`src/rtl/nearest_hit_reducer_if.sv`:
```
// nearest_hit_reducer_if
//   Beat-in / result-out bundle for the nearest-hit argmin stage.
//   Upstream side: valid_in/ready_in handshake, per-block hit flags and
//   IEEE-754 single t values, plus pixel x/y and ray direction sideband.
//   Downstream side: valid_out/ready_out handshake, winning block index and
//   t, plus the sideband re-aligned with the result.
//   Modports:
//     slave  - the reducer itself (consumes beats, produces results)
//     master - the producer/consumer environment around it
interface nearest_hit_reducer_if #(
  parameter int NUM_BLOCKS = 12,
  parameter int IDX_W      = $clog2(NUM_BLOCKS + 1)
);
  logic                         valid_in;
  logic                         ready_in;
  logic [NUM_BLOCKS-1:0]        hit_in;
  logic [NUM_BLOCKS-1:0][31:0]  t_in;
  logic [10:0]                  x_in;
  logic [9:0]                   y_in;
  logic [2:0][31:0]             ray_in;

  logic                         valid_out;
  logic                         ready_out;
  logic [IDX_W-1:0]             best_block;
  logic [31:0]                  best_t;
  logic [10:0]                  x_out;
  logic [9:0]                   y_out;
  logic [2:0][31:0]             ray_out;

  modport slave (
    input  valid_in, hit_in, t_in, x_in, y_in, ray_in, ready_out,
    output ready_in, valid_out, best_block, best_t, x_out, y_out, ray_out
  );

  modport master (
    output valid_in, hit_in, t_in, x_in, y_in, ray_in, ready_out,
    input  ready_in, valid_out, best_block, best_t, x_out, y_out, ray_out
  );
endinterface

```
`src/rtl/nearest_hit_reducer.sv`:
```
// nearest_hit_reducer
//   Argmin stage for the block selector. Each beat carries one pixel's
//   per-block hit flags and t values; the block returns the index and t of
//   the nearest valid hit, or NO_HIT (all ones) with t = -1.0 when no lane
//   qualifies. A registered binary reduction tree gives a fixed latency of
//   LEVELS+1 cycles; pixel x/y and ray direction ride alongside in a shift
//   register of the same depth and enable.
//   Ports:
//     clk_in  - clock
//     rst_in  - asynchronous active-high reset, discards all in-flight beats
//     bus     - nearest_hit_reducer_if.slave (handshakes, data, sideband)
module nearest_hit_reducer #(
  parameter int NUM_BLOCKS = 12,
  parameter int IDX_W      = $clog2(NUM_BLOCKS + 1)
) (
  input  logic                  clk_in,
  input  logic                  rst_in,
  nearest_hit_reducer_if.slave  bus
);

  localparam int               LEVELS   = $clog2(NUM_BLOCKS);
  localparam int               HALF     = (NUM_BLOCKS + 1) / 2;
  localparam int               SB_W     = 96 + 10 + 11;
  localparam logic [IDX_W-1:0] NO_HIT   = '1;
  localparam logic [31:0]      T_NO_HIT = 32'hBF80_0000;

  typedef struct packed {
    logic             cand;
    logic [IDX_W-1:0] idx;
    logic [30:0]      t;
  } lane_t;

  // Negative values (including -0.0), Inf and NaN are treated as misses.
  function automatic lane_t qualify(input logic hit, input logic [31:0] t,
                                    input logic [IDX_W-1:0] idx);
    lane_t r;
    r.cand = hit && !t[31] && (t[30:23] != 8'hFF);
    r.idx  = idx;
    r.t    = t[30:0];
    return r;
  endfunction

  // For non-negative finite floats the magnitude bits order like unsigned
  // integers. The left (lower-index) operand is kept on equal t.
  function automatic lane_t nearer(input lane_t a, input lane_t b);
    if (b.cand && (!a.cand || (b.t < a.t))) return b;
    return a;
  endfunction

  logic advance;
  lane_t fin;

  assign advance     = bus.ready_out | ~bus.valid_out;
  assign bus.ready_in = advance;

  // ---- valid and sideband shift register, LEVELS+1 deep ----
  logic            vld_p [LEVELS+1];
  logic [SB_W-1:0] sb_p  [LEVELS+1];

  always_ff @(posedge clk_in or posedge rst_in) begin
    if (rst_in) begin
      for (int k = 0; k <= LEVELS; k++) begin
        vld_p[k] <= 1'b0;
        sb_p[k]  <= '0;
      end
    end else if (advance) begin
      vld_p[0] <= bus.valid_in;
      sb_p[0]  <= {bus.ray_in, bus.y_in, bus.x_in};
      for (int k = 1; k <= LEVELS; k++) begin
        vld_p[k] <= vld_p[k-1];
        sb_p[k]  <= sb_p[k-1];
      end
    end
  end

  assign bus.valid_out = vld_p[LEVELS];
  assign {bus.ray_out, bus.y_out, bus.x_out} = sb_p[LEVELS];

  generate
    if (LEVELS == 0) begin : g_single
      // A single lane needs no tree: qualify straight into the output register.
      assign fin = qualify(bus.hit_in[0], bus.t_in[0], '0);
    end else begin : g_tree
      // tree_p[0] holds the qualified lanes; tree_p[l] holds level l of the
      // reduction. One spare lane lets the odd-leftover read stay in range.
      lane_t tree_d [LEVELS][NUM_BLOCKS+1];
      lane_t tree_p [LEVELS][NUM_BLOCKS+1];

      always_comb begin
        int w_prev;
        int w_cur;
        for (int l = 0; l < LEVELS; l++)
          for (int i = 0; i <= NUM_BLOCKS; i++)
            tree_d[l][i] = '0;
        w_prev = NUM_BLOCKS;
        w_cur  = NUM_BLOCKS;

        // ---- stage 0: lane qualification ----
        for (int i = 0; i < NUM_BLOCKS; i++)
          tree_d[0][i] = qualify(bus.hit_in[i], bus.t_in[i], IDX_W'(i));

        // ---- stages 1..LEVELS-1: pairwise reduction ----
        for (int l = 1; l < LEVELS; l++) begin
          w_cur = (w_prev + 1) / 2;
          for (int i = 0; i < HALF; i++) begin
            if (i < w_cur) begin
              if (2 * i + 1 < w_prev)
                tree_d[l][i] = nearer(tree_p[l-1][2*i], tree_p[l-1][2*i+1]);
              else
                tree_d[l][i] = tree_p[l-1][2*i];
            end
          end
          w_prev = w_cur;
        end
      end

      always_ff @(posedge clk_in or posedge rst_in) begin
        if (rst_in) begin
          for (int l = 0; l < LEVELS; l++)
            for (int i = 0; i <= NUM_BLOCKS; i++)
              tree_p[l][i] <= '0;
        end else if (advance) begin
          tree_p <= tree_d;
        end
      end

      // The last tree level always holds exactly two lanes.
      assign fin = nearer(tree_p[LEVELS-1][0], tree_p[LEVELS-1][1]);
    end
  endgenerate

  // ---- output stage: final compare, no-hit substitution ----
  logic [IDX_W-1:0] best_block_p;
  logic [31:0]      best_t_p;

  always_ff @(posedge clk_in or posedge rst_in) begin
    if (rst_in) begin
      best_block_p <= NO_HIT;
      best_t_p     <= '0;
    end else if (advance) begin
      best_block_p <= fin.cand ? fin.idx : NO_HIT;
      best_t_p     <= fin.cand ? {1'b0, fin.t} : T_NO_HIT;
    end
  end

  assign bus.best_block = best_block_p;
  assign bus.best_t     = best_t_p;

endmodule

```
`src/flat_wrapper.sv`:
```
// flat-port wrapper written by rule: the top's interface ports become plain ports
module nearest_hit_reducer_flat 
#(
  parameter int NUM_BLOCKS = 12,
  parameter int IDX_W      = $clog2(NUM_BLOCKS + 1)
)
  (clk_in, rst_in, bus_valid_in, bus_hit_in, bus_t_in, bus_x_in, bus_y_in, bus_ray_in, bus_ready_out, bus_ready_in, bus_valid_out, bus_best_block, bus_best_t, bus_x_out, bus_y_out, bus_ray_out);
  nearest_hit_reducer_if #(.NUM_BLOCKS(NUM_BLOCKS), .IDX_W(IDX_W)) bus_i ();
  input  logic clk_in;
  input  logic rst_in;
  input wire logic [$bits(bus_i.valid_in)-1:0] bus_valid_in;
  input wire logic [$bits(bus_i.hit_in)-1:0] bus_hit_in;
  input wire logic [$bits(bus_i.t_in)-1:0] bus_t_in;
  input wire logic [$bits(bus_i.x_in)-1:0] bus_x_in;
  input wire logic [$bits(bus_i.y_in)-1:0] bus_y_in;
  input wire logic [$bits(bus_i.ray_in)-1:0] bus_ray_in;
  input wire logic [$bits(bus_i.ready_out)-1:0] bus_ready_out;
  output wire logic [$bits(bus_i.ready_in)-1:0] bus_ready_in;
  output wire logic [$bits(bus_i.valid_out)-1:0] bus_valid_out;
  output wire logic [$bits(bus_i.best_block)-1:0] bus_best_block;
  output wire logic [$bits(bus_i.best_t)-1:0] bus_best_t;
  output wire logic [$bits(bus_i.x_out)-1:0] bus_x_out;
  output wire logic [$bits(bus_i.y_out)-1:0] bus_y_out;
  output wire logic [$bits(bus_i.ray_out)-1:0] bus_ray_out;
  assign bus_i.valid_in = bus_valid_in;
  assign bus_i.hit_in = bus_hit_in;
  assign bus_i.t_in = bus_t_in;
  assign bus_i.x_in = bus_x_in;
  assign bus_i.y_in = bus_y_in;
  assign bus_i.ray_in = bus_ray_in;
  assign bus_i.ready_out = bus_ready_out;
  assign bus_ready_in = bus_i.ready_in;
  assign bus_valid_out = bus_i.valid_out;
  assign bus_best_block = bus_i.best_block;
  assign bus_best_t = bus_i.best_t;
  assign bus_x_out = bus_i.x_out;
  assign bus_y_out = bus_i.y_out;
  assign bus_ray_out = bus_i.ray_out;
  nearest_hit_reducer #(.NUM_BLOCKS(NUM_BLOCKS), .IDX_W(IDX_W)) u_core (.clk_in(clk_in), .rst_in(rst_in), .bus(bus_i));
endmodule
```
`config.mk`:
```
export PLATFORM = sky130hd
export DESIGN_NAME = nearest_hit_reducer_flat
export DESIGN_NICKNAME = d
export VERILOG_FILES = /design/src/rtl/nearest_hit_reducer_if.sv /design/src/rtl/nearest_hit_reducer.sv /design/src/flat_wrapper.sv
export SDC_FILE = /design/constraint.sdc
export NUM_CORES = 2
export LEC_CHECK = 0
export ABC_AREA = 1
export BUFFER_PORTS_ARGS = -buffer_cell sky130_fd_sc_hd__buf_2
export CORE_ASPECT_RATIO = 1.25
export CORE_MARGIN = 3
export CORE_UTILIZATION = 50
export CTS_CLUSTER_SIZE = 30
export DETAILED_ROUTE_END_ITERATION = 10
export GPL_TIMING_DRIVEN = 0
export PLACE_DENSITY = 0.65
export SLEW_MARGIN = 20
export SYNTH_ARGS = -nofsm -noshare
export SYNTH_HDL_FRONTEND = slang
export SYNTH_SLANG_ARGS = --single-unit
```
`constraint.sdc`:
```
create_clock -name clk_in -period 122.8 [get_ports clk_in]
set_input_delay 30.7 -clock clk_in [delete_from_list [all_inputs] [get_ports clk_in]]
set_output_delay 30.7 -clock clk_in [all_outputs]
set_load 0.01 [all_outputs]
```
---- Word-level counts from Yosys, hierarchy flattened ----
Index checks and enable logic that the tools add are counted.
word-level totals
  logic and storage cells ................. 201
  input port bits ......................... 517
  output and inout port bits .............. 155
  bits in registers ....................... 1409
operators by class
  bitwise operators ....................... 2
  $lt $le $gt $ge ......................... 11
  reductions and logical operators ........ 69
  mux-type cells .......................... 35
  equal/unequal tests ..................... 12
operators by type and width
  kind                                          number
  36-bit two-way mux                            22
  31-bit less-than comparator                   11
  8-bit inequality test, second input constant  12
  1-bit logical AND                             35
  32-bit two-way mux                            1
  1-bit zero test                               23
  1-bit logical OR                              11
  1-bit two-way mux                             11
  4-bit two-way mux                             1
  1-bit inverter                                1
  1-bit bitwise OR                              1

---- Logic depth before layout (Yosys ltp) ----
  word-level depth ........................ 6
  gate-level depth with buffers ........... 18
  depth with buffers taken out ............ 17

---- Least setup slack after synthesis ----
Ideal clock, no wire load.
  kind .................................... input to output
  start ................................... input bus_ready_out
  end ..................................... output bus_ready_in
  arrival time ............................ 31481 ps
  path slack .............................. 60619 ps
  path buffers ............................ 3
  required time ........................... 92100 ps
  stages on the path ...................... 5
  path through ............................ nor2_2 > inv_2 > buf_2 > clkbuf_1 > buf_2
between the ends
  cells in the longest elaborated chain, start to end .. 1
ends and longest elaborated chain
  element             RTL line                   text
  start: declaration  flat_wrapper.sv:17         input wire logic [$bits(bus_i.ready_out)-1:0] bus_ready_out;
  1-bit bitwise OR    nearest_hit_reducer.sv:53  assign advance = bus.ready_out | ~bus.valid_out;
  end: declaration    flat_wrapper.sv:18         output wire logic [$bits(bus_i.ready_in)-1:0] bus_ready_in;
No other way between the ends.

---- Worst setup path after layout ----
Ends and elaborated chain as after synthesis.

==> flow_summary.toml <==
[outcome]
status = "completed"

[critical_path]
r2r_cells = 8
cpPeakStageDelay_ns = 0.83
r2r-start = "u_core.bus.valid_out"
worst-path-max-fanout = 10
reg2reg_slack_ns = 119.76
worstSetupStartpointType = "input pin"
path_cells = "buf_2, nor2_2, inv_2, buf_2, clkbuf_1, buf_2, buf_2"
cp.arrival_ns = 33.13
worst_setup_path_end_kind = "output pin"
required_ns = 92.10
crit_slowest_cell = "clkbuf_1"
path_class = "in2out"
r2r-end = "u_core.g_tree.tree_p[894]"
crit_top_cell = "buf_2"

[yosys]
synthFlopType = "dfrtp_1"
yosysMostFrequentCell = "nand2_1"
yosys_warnings = 0
synth_top_area_share = 0.516
synth_cell_type_count = 32
synthCells = 8372
ys_seq_area_frac = 0.518
async_flop_share = 1.00
syn_area_per_cell_um2 = 7.99
synth_edf_count = 0
synth-seq-cells = 1384
synth_nets = 9219
syn_area_mm2 = 0.0669
yosys.area.top_type = "dfrtp_1"
synth_common_cells = "nand2_1, dfrtp_1, inv_1, nand3_1, o21ai_0"
synth_area_leaders = "dfrtp_1, nand2_1, ha_1"

[clock_tree]
postCtsSetupRepairBufs = 0
h-tree-depth = 4
clkSinkCount = 1384
numCtsBuffers = 143
cts_tree = "built"
cts_hold_buffers = 0
cts_buffer_depth = 3
root_buffer = "clkbuf_16"
clk_pin_slew_worst_paths_ns = 0.06
clock_latency_ns = 0.79
cts_resized = 0

[global_route]
grt_pass1_wl_um = 320000
grt-ovfl-total = 0
use_met1 = 0.395
use_met3 = 0.0486
globalRouteTotalUtil = 0.297
antenna_found_initial = 21
grt_busiest_layer = "met2"
grt_max_degree = 112
grt.met2_usage = 0.483
grt_pass1_vias = 56400

[cells_and_area]
fin_cells = 11100
area_growth_pct = 16.4
fin_util = 0.588
multi_input_area_mm2 = 0.0254
fillers = 12300
ff_latch_area_mm2 = 0.0346
fin_nets = 10100
layout-drive-gt1-share = 0.137

[power_and_ir_drop]
power_mw = 2.05
power.density_mw_per_mm2 = 26.3
leakage_nw = 43.4
ir_worst_vdd_v = 0.0000135

[placement]
dpl.hpwl_um = 157000
dp.cells = 10800
pre_cts_ws_ns = 58.89
port_buffers = 671
place_congestion = 0.934

[sta]
maxSlewHeadroom = 0.215
finalHoldViolCount = 0
min_period_ns = 63.83
final-setup-viol-count = 0
tns_ns = 0
rsz0062_at_grt = "no"
fmax_mhz = 15.7
fin_crit_sh = 0.520
worst_pin_slew_ns = 1.18
drv_slew = 0
skew_ns = 0.0294
fin_ws_ns = 58.97

[detailed_routing]
drt_iter0_drc = 4382
wl_per_cell_um = 18.6
wirelength_um = 206000
vias_per_cell = 5.10
ant_nets = 0
drcViolationCount = 0
vias = 56400
firstDrtPassIters = 6

[job]
drv_cap = 0

[floorplan]
io_pins = 672
die_area_mm2 = 0.138
dieHeight_um = 415
rows = 149
start_util = 0.505
chipWidth_um = 333
core_area_mm2 = 0.132

[worst_hold_path]
hold_end = "u_core.sb_p[241]"
holdPathStages = 2
hold_class = "reg2reg"
hold_start = "u_core.sb_p[358]"
-- flip-flops by register name (all words and copies together) (netlist names) --
register	count
u_core.bus.x_out	11
u_core.bus.ray_out	96
u_core.vld_p	4
u_core.g_tree.tree_d	35
u_core.g_tree.tree_p	723
u_core.bus.valid_out	1
u_core.sb_p	468
u_core.bus.y_out	10
u_core.bus.best_t	32
u_core.bus.best_block	4
-- routing by layer --
layer	vias up	part of all wire
li1	27500	-
met1	27100	0.43
met2	1492	0.47
met3	377	0.057
met4	2	0.044
met5	-	0.000063
-- worst max-delay path by stage --
stage                       start                   end
floorplan                  rst_in  u_core.bus.best_t[0]
global placement           rst_in      u_core.sb_p[497]
detailed placement  bus_ready_out          bus_ready_in
CTS                 bus_ready_out          bus_ready_in
global route        bus_ready_out          bus_ready_in
finish              bus_ready_out          bus_ready_in
-- area by class of cell --
| class | instances | area share |
|---|---|---|
| Multi-Input combinational cell | 5399 | 0.326 |
| Buffer | 532 | 0.0374 |
| Inverter | 1057 | 0.0511 |
| Sequential cell | 1384 | 0.445 |
| Clock buffer | 204 | 0.0532 |
| Tap cell | 1736 | 0.0279 |
| Timing Repair Buffer | 687 | 0.0488 |
| Antenna cell | 12 | 0.000386 |
| Clock inverter | 56 | 0.0105 |
-- worst max-delay path, delay by kind of cell --
kind | cells | cell delay, ns
and+or+nand+nor | 1 | 0.12
buffers and inverters | 6 | 2.29
-- cells in the final DEF, fill, tap and decap left out, types with 4 or more instances in the layout --
master / synthesis / final
clkinv_2: 0 / 24
o311ai_0: 12 / 12
nor3_1: 6 / 6
clkbuf_8: 0 / 29
nand4_1: 20 / 20
a21oi_1: 95 / 95
bufinv_16: 0 / 13
nor2_1: 122 / 122
o22ai_1: 10 / 10
inv_1: 1056 / 1055
buf_1: 40 / 40
buf_16: 0 / 16
o21ai_0: 660 / 660
nand2_2: 27 / 27
buf_4: 121 / 121
diode_2: 0 / 12
dfrtp_1: 1380 / 1380
buf_6: 34 / 34
inv_16: 0 / 4
a21o_1: 9 / 9
nand2_4: 7 / 7
clkbuf_16: 0 / 145
clkinvlp_4: 0 / 4
clkbuf_2: 0 / 11
clkbuf_1: 190 / 209
ha_1: 330 / 330
clkinv_8: 0 / 5
nand2_1: 3363 / 3363
dfstp_2: 4 / 4
nand3_1: 726 / 726
buf_2: 146 / 817
-- per-stage QoR --
| stage | instance area [µm²] | hold WS, ns |
|---|---|---|
| after floorplan | 66900 | 0.420 |
| after global placement | 72400 | 0.442 |
| after detailed placement | 72900 | 0.444 |
| after CTS | 77800 | 0.457 |
| after global routing | 77800 | 0.480 |
| final | 77800 | 0.455 |
-- where the power goes --
part	switching, mW	leakage, nW	internal, mW
sequential	0.118	16.8	0.644
clock	0.191	2.43	0.265
combinational	0.544	24.2	0.285
-- cells by family after synthesis --
family / count (synthesis) / share of synthesized area
buf+inv: 1589 / 0.103
fa+ha+maj: 330 / 0.0617
flops: 1384 / 0.518
simple gates: 4281 / 0.257
compound gates: 788 / 0.0603
No activity file was read; power rests on OpenSTA's default activity.
